==> config.mk <==
export PLATFORM = sky130hd
export DESIGN_NAME = bcd_countdown_timer
export DESIGN_NICKNAME = d
export VERILOG_FILES = /design/src/rtl/bcd_countdown_timer.sv
export SDC_FILE = /design/constraint.sdc
export NUM_CORES = 1
export LEC_CHECK = 0
export CORE_MARGIN = 2
export CORE_UTILIZATION = 42
export DETAILED_ROUTE_END_ITERATION = 6
export GPL_TIMING_DRIVEN = 0
export PLACE_DENSITY = 0.76
export SYNTH_ARGS = -nofsm -noshare
export SYNTH_HDL_FRONTEND = slang
export SYNTH_SLANG_ARGS = --single-unit
export TNS_END_PERCENT = 10
==> constraint.sdc <==
create_clock -name clk -period 1.8 [get_ports clk]
set_input_delay 0.27 -clock clk [delete_from_list [all_inputs] [get_ports clk]]
set_output_delay 0.27 -clock clk [all_outputs]
set_load 0.005 [all_outputs]
==> src/rtl/bcd_countdown_timer.sv <==
// Two-digit BCD countdown timer: loads a start value, decrements once per
// one-second tick while running, and pulses timeout when the count reaches 00.
module bcd_countdown_timer #(
  parameter logic [3:0] START_TENS = 4'd5,
  parameter logic [3:0] START_ONES = 4'd9
) (
  input  logic       clk,
  input  logic       reset,
  input  logic       one_sec_in,
  input  logic       load,
  input  logic [3:0] tens_in,
  input  logic [3:0] ones_in,
  input  logic       start,
  input  logic       pause,
  output logic [3:0] tens_out,
  output logic [3:0] ones_out,
  output logic       running,
  output logic       timeout,
  output logic       load_err
);

  typedef enum logic [1:0] {IDLE, RUN, PAUSED, EXPIRED} state_t;

  state_t     state_reg, state_next;
  logic [3:0] tens_reg, tens_next;
  logic [3:0] ones_reg, ones_next;
  logic       timeout_reg, timeout_next;
  logic       load_err_reg, load_err_next;

  // Index 1 is the tens digit, index 0 the ones digit.
  logic [1:0][3:0] digit_in;
  logic [1:0][3:0] digit_clamped;
  logic [1:0]      digit_bad;

  assign digit_in = {tens_in, ones_in};

  genvar gi;
  generate
    for (gi = 0; gi < 2; gi++) begin : g_clamp
      assign digit_bad[gi]     = (digit_in[gi] > 4'd9);
      assign digit_clamped[gi] = digit_bad[gi] ? 4'd9 : digit_in[gi];
    end
  endgenerate

  logic count_is_zero;
  assign count_is_zero = (tens_reg == 4'd0) && (ones_reg == 4'd0);

  always_ff @(posedge clk) begin
    if (reset) begin
      state_reg    <= IDLE;
      tens_reg     <= START_TENS;
      ones_reg     <= START_ONES;
      timeout_reg  <= 1'b0;
      load_err_reg <= 1'b0;
    end else begin
      state_reg    <= state_next;
      tens_reg     <= tens_next;
      ones_reg     <= ones_next;
      timeout_reg  <= timeout_next;
      load_err_reg <= load_err_next;
    end
  end

  // Priority: load, then start, then pause, then tick. An input ignored in the
  // current state falls through to the next lower-priority one.
  always_comb begin
    state_next    = state_reg;
    tens_next     = tens_reg;
    ones_next     = ones_reg;
    timeout_next  = 1'b0;
    load_err_next = 1'b0;
    if (load && (state_reg != RUN)) begin
      state_next    = IDLE;
      tens_next     = digit_clamped[1];
      ones_next     = digit_clamped[0];
      load_err_next = |digit_bad;
    end else if (start && ((state_reg == IDLE) || (state_reg == PAUSED))) begin
      if (count_is_zero) begin
        state_next   = EXPIRED;
        timeout_next = 1'b1;
      end else begin
        state_next = RUN;
      end
    end else if (pause && (state_reg == RUN)) begin
      state_next = PAUSED;
    end else if (one_sec_in && (state_reg == RUN) && !count_is_zero) begin
      if (ones_reg != 4'd0) begin
        ones_next = ones_reg - 4'd1;
        if ((tens_reg == 4'd0) && (ones_reg == 4'd1)) begin
          state_next   = EXPIRED;
          timeout_next = 1'b1;
        end
      end else begin
        ones_next = 4'd9;
        tens_next = tens_reg - 4'd1;
      end
    end
  end

  always_comb begin
    tens_out = tens_reg;
    ones_out = ones_reg;
    running  = (state_reg == RUN);
    timeout  = timeout_reg;
    load_err = load_err_reg;
  end

endmodule

* After elaboration in Yosys (flattened, before gate mapping)
Index checks and enable logic that the tools add are counted.
Widths: inputs -> output; s select.
** Cells by class
- Bitwise operators :: 1
- Order comparisons :: 2
- Reductions and logical operators :: 23
- Add/subtract/negate cells :: 2
- Eq/ne operators :: 7
- Muxes and demuxes :: 24
** Operators with widths (number)
- $mux 4 :: 12
- $mux 2 :: 6
- $reduce_bool 3->1 :: 3
- $gt 4x4->1 const B :: 2
- $logic_not 4->1 :: 2
- $sub 4x1->4 const B :: 2
- $logic_and 1x1->1 :: 7
- $mux 1 :: 6
- $ne 2x2->1 const B :: 3
- $reduce_and 3->1 :: 2
- $reduce_or 2->1 :: 3
- $eq 4x1->1 const B :: 1
- $reduce_and 4->1 :: 1
- $reduce_bool 4->1 :: 1
- $eq 2x1->1 const B :: 1
- $eq 2x2->1 const B :: 1
- $logic_not 2->1 :: 1
- $ne 2x1->1 const B :: 1
- $reduce_bool 2->1 :: 1
- $logic_not 1->1 :: 1
- $logic_or 1x1->1 :: 1
- $not 1->1 :: 1
** Storage, ports and cells
- Word-level logic and storage cells :: 64
- Input bits :: 14
- Bits in registers :: 12
- Output and inout bits :: 11

* Depth between registers and ports, before layout
- Depth in word-level cells :: 8
- Gate-level depth with buffers :: 6
- Gate-level depth less buffers :: 6

* Least setup slack after synthesis
No wires, ideal clock.
- Path type :: register to register
- Start :: register ones_reg[3] (netlist: ones_out[3])
- End :: register tens_reg[3] (netlist: tens_out[3])
- Stages on the path, launching flop included :: 4
- Data required time :: 1.709 ns
- Period minus slack after synthesis :: 1.666 ns
- Buffers on the path :: 0
- Setup time :: 0.091 ns
- Arrival time :: 1.575 ns
- Slack :: 0.134 ns
- Path through :: dfxtp_1 -> or4_4 -> or4_1 -> a311oi_1
** On the way
- Longest elaborated chain between the ends :: 6
- Elaborated cells on any way between the ends :: 8
- Classes of those cells :: eq/ne (1); reduce/logical (7)
** Ends and longest elaborated chain
- from (decl) :: line 26 : logic [3:0] ones_reg, ones_next;
- from (signal assigned) :: line 58 : ones_reg <= ones_next;
- $logic_not 4->1 :: line 46 : assign count_is_zero = (tens_reg == 4'd0) && (ones_reg == 4'd0);
- $logic_and 1x1->1 :: line 46
- $logic_not 1->1 :: line 86 : end else if (one_sec_in && (state_reg == RUN) && !count_is_zero) begin
- $logic_and 1x1->1 :: line 86
- $reduce_bool 2->1 (no line)
- $reduce_and 4->1 (no line) *
- to (signal assigned) :: line 57 : tens_reg <= tens_next;
- to (decl) :: line 25 : logic [3:0] tens_reg, tens_next;
Mark *: on every way between the ends. The rest lies on a longest branch, timed or not.
A chain may end at the register's enable or synchronous reset.

* Worst setup path after layout
- Start :: input pause
- End :: register tens_reg[0] (netlist: tens_out[0])
** On the way
- Longest elaborated chain between the ends :: 3
** Ends and longest elaborated chain
- from (decl) :: line 14 : input logic pause,
- $logic_and 1x1->1 :: line 84 : end else if (pause && (state_reg == RUN)) begin
- $ne 2x2->1 (no line)
- $reduce_and 4->1 (no line)
Every way passes these cells.

==> metrics.log <==
INFO  metric status = completed
INFO  metric yosysTopAreaCellShare = 0.348
INFO  metric synth_top_flop_cell = dfxtp_1
INFO  metric worst_hold_path_type = register to register
INFO  metric r2r-start = ones_out[3]
INFO  metric fp.dieArea = 1980 µm²
INFO  metric detail_route.wl_per_cell = 14.5 µm
INFO  metric placement.io_buffers = 24
INFO  metric via_per_inst = 6.12
INFO  metric initialDrtViolationCount = 21
INFO  metric worstPathCellList = clkdlybuf4s50_1 > and4bb_2 > buf_4 > o2111a_1 > or4_1 > o311a_1
INFO  metric synth.yosys.warnings = 0
INFO  metric synthTopCellsByArea = dfxtp_1 (35%), nor2_1 (4.9%), mux2i_1 (4.4%)
INFO  metric finClkSkew = 0.663 ps
INFO  metric postLayoutSetupSlackWorst = 31.4 ps
INFO  metric overall_overflow_remaining_after_global_route = 0
INFO  metric core-area = 1520 µm²
INFO  metric timing.fmax = 565 MHz
INFO  metric end_kind = register
INFO  metric drt_pre_antenna_iters = 4
INFO  metric synth_enable_flop_cells = 0
INFO  metric synth_sequential_area_ratio = 0.348
INFO  metric cts_buffers = 3
INFO  metric power_density = 610 nW/µm²
INFO  metric drc = 0
INFO  metric num_io_pins = 25
INFO  metric number_of_diodes = 0
INFO  metric fin_crit = 1770 ps
INFO  metric yosys_top_cell_by_area = dfxtp_1
INFO  metric r2r_setup_slack = 70 ps
INFO  metric min-delay-start = tens_out[3]
INFO  metric setup_viol_count_final = 0
INFO  metric antenna_found_initial = 0
INFO  metric netlist_instances = 83
INFO  metric rows = 14
INFO  metric final_util = 0.653
INFO  metric vias_in_the_first_global_route = 723
INFO  metric clkTransAtPathRegs = 70 ps
INFO  metric floorplan.die.width = 44.5 µm
INFO  metric synth_simple_gate_area_share = 0.261
INFO  metric worst_pin_slew = 451 ps
INFO  metric routed-via-count = 783
INFO  metric cpMaxStageDelayCell = clkdlybuf4s50_1
INFO  metric cts_hold_buf = 0
INFO  metric async_flop_share = 0
INFO  metric syn_area_per_cell = 8.31 µm²
INFO  metric compound_gate_fraction_of_synth_area = 0.245
INFO  metric max_cap_viol_count = 0
INFO  metric layout.nets = 130
INFO  metric dp_hpwl = 1420 µm
INFO  metric postRouteAntennaNets = 0
INFO  metric synth_commonest_cells = dfxtp_1 (12), nor2_1 (9), nand2_1 (8), inv_1 (7), a21oi_1 (4)
INFO  metric die-height = 44.5 µm
INFO  metric cts.path.max_buffers = 2
INFO  metric timing_max_transition_violations_final = 0
INFO  metric mappedNetlistArea = 689 µm²
INFO  metric routabilityCongestion = 0.831
INFO  metric fin_hold_viols = 0
INFO  metric fraction_of_layout_instances_using_a_drive_strength_above_1 = 0.0804
INFO  metric slew_headroom = 0.699
INFO  metric flow.area_growth_from_synthesis = 44.3%
INFO  metric drt-total-wl = 1860 µm
INFO  metric max-vdd-ir-drop = 0.402 mV
INFO  metric min_to = tens_out[3]
INFO  metric cts_sinks = 12
INFO  metric path_max_fanout = 6
INFO  metric initial_utilization = 0.452
INFO  metric reg2regPathDepth = 3
INFO  metric cp.arrival = 1930 ps
INFO  metric synth_top_family_by_area = simple AND/OR/NAND/NOR gates
INFO  metric yosysMostFrequentCell = dfxtp_1
INFO  metric synth_xor_xnor_area_share = 0
INFO  metric finalCritPeriodShare = 0.983
INFO  metric crit_required = 1970 ps
INFO  metric synth.net_count = 99
INFO  metric worst_hold_path.num_cells = 2
INFO  metric placement.setup.worst_slack = -322 ps
INFO  metric post_synthesis_cell_type_count = 35
INFO  metric clk_latency = 270 ps
INFO  metric share_of_synthesized_cell_area_in_full_adder_half_adder_and_majority_cells = 0.0363
INFO  metric maximum_number_of_pins_on_one_net_before_global_route_repair = 11
INFO  metric rsz0062_at_grt = false
INFO  metric leakagePower = 0.386 nW
INFO  metric wire_length_of_the_first_global_routing_pass = 3070 µm
INFO  metric synth_seq_cells = 12
INFO  metric cts_tree = built
INFO  metric htreeDepth = 1
INFO  metric timing.setup.critical_path_class = primary input to register
INFO  metric critical-path-max-stage-delay = 530 ps
INFO  metric worstReg2RegEnd = tens_out[3]
INFO  metric worst_setup_path_start_kind = primary input
INFO  metric synthMuxAreaShare = 0.0599
INFO  metric global_route.usage.total = 0.215
INFO  metric cts.root.buffer_cell = clkbuf_4
## logic make-up (layout without fill, tap and decap cells)
kind of cell | Yosys count | in the layout
DFF | 12 | 12
muxes | 4 | 4
adders and majority gates | 2 | 2
buffers and inverters | 9 | 38
and+or+nand+nor | 33 | 33
AOI/OAI and AO/OA | 23 | 23
## layer usage
| layer | track usage | share of wire |
|---|---|---|
| met1 | 0.255 | 0.40 |
| met2 | 0.365 | 0.49 |
| met3 | 0.0408 | 0.080 |
| met4 | 0.109 | 0.021 |
| met5 | 0 | 0 |
## worst max path at each step
stage	start	end	slack, ps
2_1_floorplan	ones_out[3]	tens_out[3]	130
3_3_place_gp	pause	tens_out[3]	-270
3_5_place_dp	pause	tens_out[3]	-320
4_1_cts	pause	tens_out[3]	60
5_1_grt	pause	tens_out[0]	2
6_report	pause	tens_out[0]	30
## worst max-delay path, delay by kind of cell
family	cells	cell delay [ps]
and+or+nand+nor	2	690
AOI/OAI and AO/OA	2	290
buffers and inverters	2	680
## area by class of cell
type | instances | area, µm²
buffer | 2 | 7.51
tap | 16 | 20.0
inverter | 7 | 26.3
sequential | 12 | 240
fill | 140 | 529
clock buffer | 3 | 22.5
timing repair buffer | 26 | 255
multi-input combinational | 62 | 423
## per-stage QoR
step                TNS (ps)  hold slack [ps]  total power [mW]  cell area (µm²)  instances
finish                     0              537             0.607              995        128
global route               0              567             0.640              995        128
CTS                        0              535             0.611              987        128
detailed placement      -609              528             0.442              950        123
global placement        -455              518             0.437              950        123
floorplan                  0              418             0.363              689         83
## power breakdown
part	total, mW	internal, mW	leakage (nW)	switching, mW
Combinational	0.144	0.0817	0.274	0.0620
Sequential	0.296	0.280	0.0986	0.0161
Clock	0.167	0.0775	0.0138	0.0895
## cells in the final DEF (no fill, tap or decap), types with 2 or more instances in the layout
master	count
o22ai_1	2
nand2_1	8
nor2_1	9
clkbuf_1	2
clkdlybuf4s50_1	24
nand2b_1	2
or4_1	2
o211ai_1	3
mux2i_1	3
clkbuf_4	3
dfxtp_1	12
ha_1	2
a21oi_1	4
buf_4	2
a211oi_1	3
o21ai_0	2
inv_1	7
## timing repair
item	4_1_cts	5_1_grt
pin swaps	1	0
buffers inserted	2	0
resized for setup	1	1
endpoints found under the setup margin	1	2
Power figures use the tool's default switching activity.
